===== src/rtl/cs_out_fifo.sv =====
// cs_out_fifo: output stage of the CS filter; drops the first WARMUP y_en samples, buffers the rest in a FWFT FIFO
// Ports: clk, reset (async, active-low), flush (sync clear), y_in/y_en (CS sample stream),
//        dout/dout_valid/dout_ready (valid/ready sink), full, empty, count (occupancy), overflow (sticky drop).
// Option: define CS_DROP_CNT_EN to add drop_cnt[7:0], a saturating count of dropped samples.
module cs_out_fifo #(
    parameter int DW     = 10,
    parameter int DEPTH  = 8,
    parameter int WARMUP = 8
) (
    input  logic                   clk,
    input  logic                   reset,
    input  logic                   flush,
    input  logic [DW-1:0]          y_in,
    input  logic                   y_en,
    output logic [DW-1:0]          dout,
    output logic                   dout_valid,
    input  logic                   dout_ready,
    output logic                   full,
    output logic                   empty,
    output logic [$clog2(DEPTH):0] count,
    output logic                   overflow
`ifdef CS_DROP_CNT_EN
    ,
    output logic [7:0]             drop_cnt
`endif
);
    localparam int AW = $clog2(DEPTH);
    logic [DW-1:0] mem [DEPTH];
    logic [AW:0] wp, rp;
    logic [7:0] wc;
    logic warm, wr, rd, drop;
    assign warm       = wc == 8'(WARMUP);
    assign empty      = wp == rp;
    // extra pointer MSB distinguishes full from empty when the index bits match
    assign full       = (wp[AW] != rp[AW]) && (wp[AW-1:0] == rp[AW-1:0]);
    assign count      = wp - rp;
    assign dout_valid = !empty;
    // gated so dout reads 0 after reset instead of stale memory
    assign dout       = empty ? '0 : mem[rp[AW-1:0]];
    assign rd         = dout_valid & dout_ready;
    // a read in the same cycle frees a slot, so a full FIFO still accepts
    assign wr         = y_en & warm & (!full | rd);
    assign drop       = y_en & warm & full & !rd;
    always_ff @(posedge clk or negedge reset) begin
        if (!reset) begin
            wp       <= '0;
            rp       <= '0;
            wc       <= '0;
            overflow <= 1'b0;
        end else if (flush) begin
            wp       <= '0;
            rp       <= '0;
            wc       <= '0;
            overflow <= 1'b0;
        end else begin
            if (wr) wp <= wp + 1'b1;
            if (rd) rp <= rp + 1'b1;
            if (y_en && !warm) wc <= wc + 8'd1;
            if (drop) overflow <= 1'b1;
        end
    end
    always_ff @(posedge clk) begin
        if (wr && !flush) mem[wp[AW-1:0]] <= y_in;
    end
`ifdef CS_DROP_CNT_EN
    always_ff @(posedge clk or negedge reset) begin
        if (!reset) drop_cnt <= '0;
        else if (flush) drop_cnt <= '0;
        else if (drop && drop_cnt != 8'hFF) drop_cnt <= drop_cnt + 8'd1;
    end
`endif
endmodule

===== config.mk =====
export PLATFORM = sky130hd
export DESIGN_NAME = cs_out_fifo
export DESIGN_NICKNAME = d
export VERILOG_FILES = /design/src/rtl/cs_out_fifo.sv
export SDC_FILE = /design/constraint.sdc
export NUM_CORES = 1
export LEC_CHECK = 0
export CELL_PAD_IN_SITES_DETAIL_PLACEMENT = 0
export CELL_PAD_IN_SITES_GLOBAL_PLACEMENT = 2
export CORE_MARGIN = 3
export CORE_UTILIZATION = 45
export CTS_CLUSTER_DIAMETER = 200
export DETAILED_ROUTE_END_ITERATION = 7
export PLACE_DENSITY = 0.84
export SLEW_MARGIN = 20
export SYNTH_ARGS = -nofsm -noshare
export SYNTH_HDL_FRONTEND = slang
export SYNTH_SLANG_ARGS = --single-unit

===== constraint.sdc =====
create_clock -name clk -period 5.07 [get_ports clk]
set_input_delay 1.2675 -clock clk [delete_from_list [all_inputs] [get_ports clk]]
set_output_delay 1.2675 -clock clk [all_outputs]
set_load 0.01 [all_outputs]

Word-level counts from Yosys, hierarchy flattened
Memory sizes are Yosys's and may differ from the RTL's.
Index checks and enable logic that the tools add are counted.

operators by class
  reduce and logical (&&, ||, !) cells = 12
  equal/unequal tests = 4
  multiply operators = 0
  $lt $le $gt $ge = 0
  div/mod/pow operators = 0
  mux-type cells = 11
  bitwise gates (word level) = 6
  add/subtract/negate cells = 4
  shift-type cells = 0

operator list
  operator               count
  $mux W4                4
  $mux W8                2
  $mux W10               1
  $add A4 B1 Y4 const B  2
  $add A8 B1 Y8 const B  1
  $eq A8 B4 Y1 const B   1
  $reduce_bool A2 Y1     4
  $and A1 B1 Y1          5
  $logic_not A1 Y1       5
  $eq A4 B4 Y1           1
  $mux W1                4
  $sub A4 B4 Y4          1
  $eq A3 B3 Y1           1
  $logic_and A1 B1 Y1    3
  $ne A1 B1 Y1           1
  $or A1 B1 Y1           1

storage, ports and cells
  memory bits (read-only) = 0
  bits in registers = 17
  input port bits = 15
  output and inout port bits = 18
  bits in latches = 0
  bits in writable memories = 80
  memories = 1
  logic and storage cells = 42

memory list
  memory  depth  width  read ports  clocked after Yosys merged registers in  wr ports  line  text
  mem     8      10     1           0                                        1         28    logic [DW-1:0] mem [DEPTH];

Depth between registers and ports, before layout
Gate-level depths: netlist (run 1).

  depth after elaboration = 8
  depth in mapped cells = 7
  depth with buffers taken out = 6

Worst setup path before layout (run 1)
Ideal clock, no wire load.

  path kind = reg2out
  start point = register rp[1]
  end point = output port dout_valid
  slack = 1.850 ns
  path buffers = 2
  data required time = 3.803 ns
  stages on the path, launching flop included = 8
  data arrival time = 1.953 ns
  cells stage by stage = dfrtp_1 > buf_1 > inv_1 > ha_1 > nand3_1 > nor2_1 > clkbuf_1 > inv_1

between the ends
  word-level cells in the longest chain between the ends = 2

RTL lines
  what                    line  text
  from (decl)             29    logic [AW:0] wp, rp;
  from (signal assigned)  57    if (rd) rp <= rp + 1'b1;
  $eq A4 B4 Y1            33    assign empty = wp == rp;
  named net empty         19    output logic empty,
  $logic_not A1 Y1        37    assign dout_valid = !empty;
  to (decl)               16    output logic dout_valid,

The timed path passes the listed nets, and every way through them passes these cells.

Final worst setup path (run 1)
  start point = register rp[2]
  end point = output port empty

between the ends
  word-level cells in the longest chain between the ends = 1

RTL lines
  what          line
  $eq A4 B4 Y1  33
  to (decl)     19

Every way passes these cells.

==> impl_metrics.json, run 1 <==
{
  "status": "complete, no violations",
  "first_global_vias": 2403,
  "placedCellCount": 403,
  "cts.clk_slew.worst_paths_ps": 90,
  "max_slew_margin_pct": 45.1,
  "clock_sinks": 97,
  "drcViolationCount": 0,
  "root_buffer": "clkbuf_8",
  "combPwrFrac_pct": 3.1,
  "p_switching_mw": 0.294,
  "track_usage_pct": 17.0,
  "dieArea_um2": 10400,
  "max-cap-violations": 0,
  "n_antenna_cell": 0,
  "netlist_area_um2": 4130,
  "syn-num-nets": 285,
  "synth_cell_types": 39,
  "p_sw_share_pct": 21.6,
  "ys_seq_area_share_pct": 68.5,
  "grt_pass1_wl_mm": 12.9,
  "nets": 329,
  "crit_top_cell": "buf_4",
  "clock_skew_ps": 12.2,
  "drive_gt1_share_pct": 19.0,
  "overflow": 0,
  "num_rows": 34,
  "synth-edff-count": 80,
  "final_cells": 419,
  "worst_slew_pin_slew_ps": 822,
  "cts_tree": "done",
  "synth_top_area_share_pct": 58.2,
  "die_h_um": 102,
  "core_area_um2": 8810,
  "wirelength_mm": 8.07,
  "cp-end-kind": "output pin",
  "cts-buffers-inserted": 9,
  "cts_resized": 0,
  "max_clock_freq_mhz": 228,
  "rsz0062_at_grt": "no",
  "leakage_nw": 1.65,
  "slowest_stage": "clkdlybuf4s50_1",
  "htreeDepth": 3,
  "async_flop_share_pct": 17.5,
  "ir_worst_vdd_uv": 116,
  "yosys_warnings": 0,
  "pin_count": 33,
  "worst-endpoint-required_ps": 3800,
  "hold_path_class": "reg2reg",
  "syn_inst": 262,
  "power.internal_mw": 1.06,
  "routabilityCongestion": 0.781,
  "cpPeakStageDelay_ps": 540,
  "fin_crit_ps": 4380,
  "grt_max_degree": 25,
  "cts_buffer_depth": 2,
  "crit_type": "reg2out",
  "drt_first_pass_iters": 4,
  "setup_violations": 0,
  "start_util_pct": 46.9,
  "yosys.area.top_type": "edfxtp_1",
  "clkLatencyLatePin_ps": 360,
  "finalMaxSlewViolations": 0,
  "antenna_found_initial": 0,
  "ant_nets": 0,
  "cp_max_fo": 12,
  "synthFlopType": "edfxtp_1",
  "power.density_nw_per_um2": 280,
  "cp_cell_sequence": "buf_4 > inv_1 > ha_1 > nand3_1 > nor2_1 > buf_4 > clkdlybuf4s50_1",
  "startpoint_type": "register",
  "port_buffers": 32,
  "routedWlPerCell_um": 19.3,
  "r2r_slack_ps": 2110,
  "nFillCells": 711,
  "drt_iter0_drc": 99,
  "synth_area_leaders": "edfxtp_1 (58%), mux4_2 (11%), dfrtp_1 (10%)",
  "synthToLayoutAreaGrowth_pct": 17.3,
  "seqPwrFrac_pct": 63.7,
  "ys_seq_elements": 97,
  "cp_data_arrival_time_ps": 3110,
  "route.vias.total": 2333,
  "hpwl_mm": 5.24,
  "avgSynthCellArea_um2": 15.8,
  "routed_via_density": 5.57,
  "crit_family": "buffers and inverters",
  "timing.final.crit_share_pct": 86.4,
  "hold_violations": 0,
  "crit_buf_inv": 4,
  "post_cts_buffers": 0,
  "die-width_um": 102,
  "cts_hold_buf": 0,
  "clkPwrFrac_pct": 33.2,
  "tns_ps": 0
}
synthesized netlist by cell type (4+ instances only):
cell,count
ha_1,7
nor3_1,4
mux4_2,20
nand2_1,27
xnor2_1,7
inv_1,12
o21ai_0,4
nor4_1,6
nand3_1,6
nor2_1,15
a21oi_1,17
xor2_1,4
clkbuf_1,6
dfrtp_1,17
edfxtp_1,80
state kept, by name, summed over array words and instances (netlist names):
name,count
rp,4
wp,4
mem,80
overflow,1
wc,8
power groups by stage:
stage          Combinational (mW)  Clock [mW]  Sequential [mW]
3_5_place_dp               0.0427           0            0.883
2_1_floorplan              0.0157           0            0.883
5_1_grt                    0.0469       0.494            0.865
3_3_place_gp               0.0415           0            0.883
6_report                   0.0419       0.451            0.865
4_1_cts                    0.0429       0.465            0.865
metal layers:
metal  GRT usage, %  up-vias  share of wire (%)
li1               -     1089                  -
met1           23.9     1176                 43
met2           26.0       59                 50
met3           2.96        9                5.7
met4           7.77        0                1.5
met5              0        -                  0
logic make-up after synthesis:
group                      count (synthesis)  share of synthesized area [%]
buffers and inverters                     24                           2.36
AOI/OAI and AO/OA                         30                           4.30
muxes                                     22                           11.4
and+or+nand+nor                           70                           8.49
adders and majority gates                  8                           2.61
DFF                                       97                           68.5
xor gates and xnor gates                  11                           2.33
metrics by stage:
| step | utilization (%) | instance area [µm²] | hold WS [ps] | total power [mW] | setup slack [ps] |
|---|---|---|---|---|---|
| final | 55.0 | 4840 | 545 | 1.36 | 688 |
| after global routing | 55.0 | 4840 | 587 | 1.41 | 473 |
| after CTS | 55.0 | 4840 | 556 | 1.37 | 720 |
| after detailed placement | 53.0 | 4670 | 534 | 0.925 | 1120 |
| after global placement | 53.0 | 4670 | 500 | 0.924 | 1240 |
| after floorplan | - | 4130 | 525 | 0.898 | 1850 |
worst register-to-register path, stage by stage, from the launching register on:
cell and delay, ps:
dfrtp_1 360, buf_4 180, inv_1 380, ha_1 370, nand3_1 250, nor3_1 100, nand2b_1 310, nor4_2 410
buf_4 300
path summary, 6_finish.rpt:
kind	startpoint	end	depth (start not counted)
worst min-delay path	overflow	overflow	2
worst max register to register	rp[2]	mem[3][1]	8
worst min register to register	overflow	overflow	2
min in group asynchronous	reset	wc[0]	1
worst max-delay path	rp[2]	empty	7
max in group asynchronous	reset	rp[2]	1
layout by cell type (no fill, tap or decap), drive strengths merged, types with 4 or more instances in the layout:
cell type / netlist / routed
nor3: 4 / 4
nand2: 27 / 27
nand3: 6 / 6
inv: 12 / 15
buf: 5 / 13
xnor2: 7 / 7
xor2: 4 / 4
a21oi: 17 / 17
nor4: 6 / 6
mux4: 20 / 20
ha: 7 / 7
nor2: 15 / 15
edfxtp: 80 / 80
dfrtp: 17 / 17
clkdlybuf4s50: 0 / 32
clkbuf: 7 / 9
o21ai: 5 / 5
layout make-up:
class	count	area [µm²]	share of cell area [%]
repair buffers	45	418	8.63
flip-flops and latches	97	2830	58.4
multi-input cells	141	1240	25.6
clock buffers	9	124	2.56
well taps	108	135	2.79
clock inverters	7	53.8	1.11
inverters	12	45.0	0.930
Power figures use the tool's default switching activity.
==> run 2, diff against run 1 <==
==> config.mk (replaced) <==
export PLATFORM = sky130hd
export DESIGN_NAME = cs_out_fifo
export DESIGN_NICKNAME = d
export VERILOG_FILES = /design/src/rtl/cs_out_fifo.sv
export SDC_FILE = /design/constraint.sdc
export NUM_CORES = 1
export LEC_CHECK = 0
export CORE_MARGIN = 3
export CORE_UTILIZATION = 57
export CTS_CLUSTER_DIAMETER = 200
export DETAILED_ROUTE_END_ITERATION = 7
export PLACE_DENSITY = 0.79
export SLEW_MARGIN = 20
export SYNTH_ARGS = -nofsm -noshare
export SYNTH_HDL_FRONTEND = slang
export SYNTH_SLANG_ARGS = --single-unit
==> constraint.sdc (replaced) <==
create_clock -name clk -period 4.6 [get_ports clk]
set_input_delay 1.15 -clock clk [delete_from_list [all_inputs] [get_ports clk]]
set_output_delay 1.15 -clock clk [all_outputs]
set_load 0.01 [all_outputs]
==> run 2 against run 1 <==
- power rose by 13%
- die area fell by 20%
- clock power rose by 18%
- clock skew rose by 0.81 ps
- register-to-register slack got worse by 620 ps
- worst setup slack got worse by 290 ps
- via count rose by 1.4%
- cell count fell by 2.9%
- largest cell class unchanged
==> impl_metrics.json, run 2 (synthesis gave the netlist of run 1 again) <==
{
  "overflow": 0,
  "first_global_vias": 2520,
  "fin_crit_ps": 4200,
  "cp_max_fo": 12,
  "port_buffers": 32,
  "start_util_pct": 59.8,
  "grt_pass1_wl_mm": 13.2,
  "dieArea_um2": 8300,
  "max-cap-violations": 0,
  "synthToLayoutAreaGrowth_pct": 17.4,
  "place_ws_ps": 802,
  "post_cts_buffers": 0,
  "final_cell_mix": "edfxtp_1 (80), clkdlybuf4s50_1 (32), nand2_1 (27)",
  "route.vias.total": 2366,
  "drcViolationCount": 0,
  "clock_skew_ps": 13.0,
  "startpoint_type": "register",
  "placed_area_um2": 4650,
  "tns_ps": 0,
  "final_common_cell": "edfxtp_1",
  "cp-end-kind": "output pin",
  "routedWlPerCell_um": 20.1,
  "timing.final.crit_share_pct": 91.3,
  "finalWorstSetupSlack_ps": 398,
  "rsz0062_at_grt": "no",
  "leakage_nw": 1.66,
  "antenna_found_initial": 0,
  "nets": 329,
  "power.density_nw_per_um2": 316,
  "status": "complete, no violations",
  "drt_first_pass_iters": 4,
  "largest_register_ffs": 80,
  "cp_data_arrival_time_ps": 3050,
  "cts_buffer_depth": 2,
  "track_usage_pct": 21.4,
  "cts-buffers-inserted": 9,
  "cts.clk_slew.worst_paths_ps": 90,
  "cts_resized": 0,
  "n_antenna_cell": 0,
  "clkLatencyLatePin_ps": 350,
  "clock_sinks": 97,
  "final_util_pct": 70.1,
  "grt_max_degree": 25,
  "core_area_um2": 6910,
  "worst_slew_pin_slew_ps": 798,
  "drive_gt1_share_pct": 19.3,
  "max_clock_freq_mhz": 238,
  "root_buffer": "clkbuf_8",
  "wirelength_mm": 8.17,
  "placedCellCount": 391,
  "routabilityCongestion": 0.770,
  "die-width_um": 91.1,
  "crit_type": "reg2out",
  "cts_hold_buf": 0,
  "finalMaxSlewViolations": 0,
  "max_slew_margin_pct": 46.7,
  "htreeDepth": 3,
  "drt_iter0_drc": 208,
  "final_area_um2": 4840,
  "pin_count": 33,
  "worst-endpoint-required_ps": 3450,
  "routed_via_density": 5.81,
  "die_h_um": 91.1,
  "setup_violations": 0,
  "ant_nets": 0,
  "hold_path_class": "reg2reg",
  "cts_tree": "done",
  "hpwl_mm": 5.43,
  "hold_violations": 0,
  "num_rows": 30,
  "final_cells": 407,
  "ir_worst_vdd_uv": 366
}
run 2: critical path, stage by stage (launching register included):
cell and delay, ps:
dfrtp_1 610, inv_1 350, ha_1 420, nand3_1 260, nor2_1 90, buf_4 200
a21oi_1 180, clkdlybuf4s50_1 590
run 2: metal layers:
metal  global-route usage, %  up-vias  wire [µm]  part of all wire [%]
met5                       0        -          0                     0
met2                    35.5       85       4250                    52
li1                        -     1088          -                     -
met1                    27.8     1182       3260                    40
met3                    3.65       11        525                   6.4
met4                    9.67        0        129                   1.6
run 2: where the power goes:
group	internal, mW	total (mW)	switching (mW)
combinational	0.0194	0.0470	0.0276
sequential	0.951	0.953	0.00192
clock	0.251	0.532	0.281
run 2: final cells by class:
cell class / count / area (µm²)
inverters: 12 / 45.0
clock inverters: 7 / 70.1
flip-flops and latches: 97 / 2830
multi-input cells: 141 / 1240
well taps: 96 / 120
repair buffers: 45 / 418
fillers: 474 / 2060
clock buffers: 9 / 124
run 2: final timing paths:
check / start / to / slack, ps / cells after the start
max in group asynchronous: reset / wc[1] / 2840 / 1
setup reg to reg: rp[2] / mem[0][3] / 1490 / 7
hold / removal: overflow / overflow / 530 / 2
min in group asynchronous: reset / wp[0] / 1260 / 1
setup / recovery: rp[2] / dout[6] / 400 / 7
hold reg to reg: overflow / overflow / 530 / 2
run 2: stage by stage:
stage	hold slack (ps)	power, mW
detailed placement	509	1.02
global placement	497	1.02
floorplan	525	0.990
CTS	528	1.54
global route	584	1.59
finish	528	1.53
==> run 3, diff against run 2 <==
--- a/config.mk
+++ b/config.mk
@@ -14,3 +14,4 @@
 export SYNTH_ARGS = -nofsm -noshare
 export SYNTH_HDL_FRONTEND = slang
 export SYNTH_SLANG_ARGS = --single-unit
+export TNS_END_PERCENT = 5
==> results of run 3 <==
No change in the layout: final DEF, timing and power equal those of run 2.
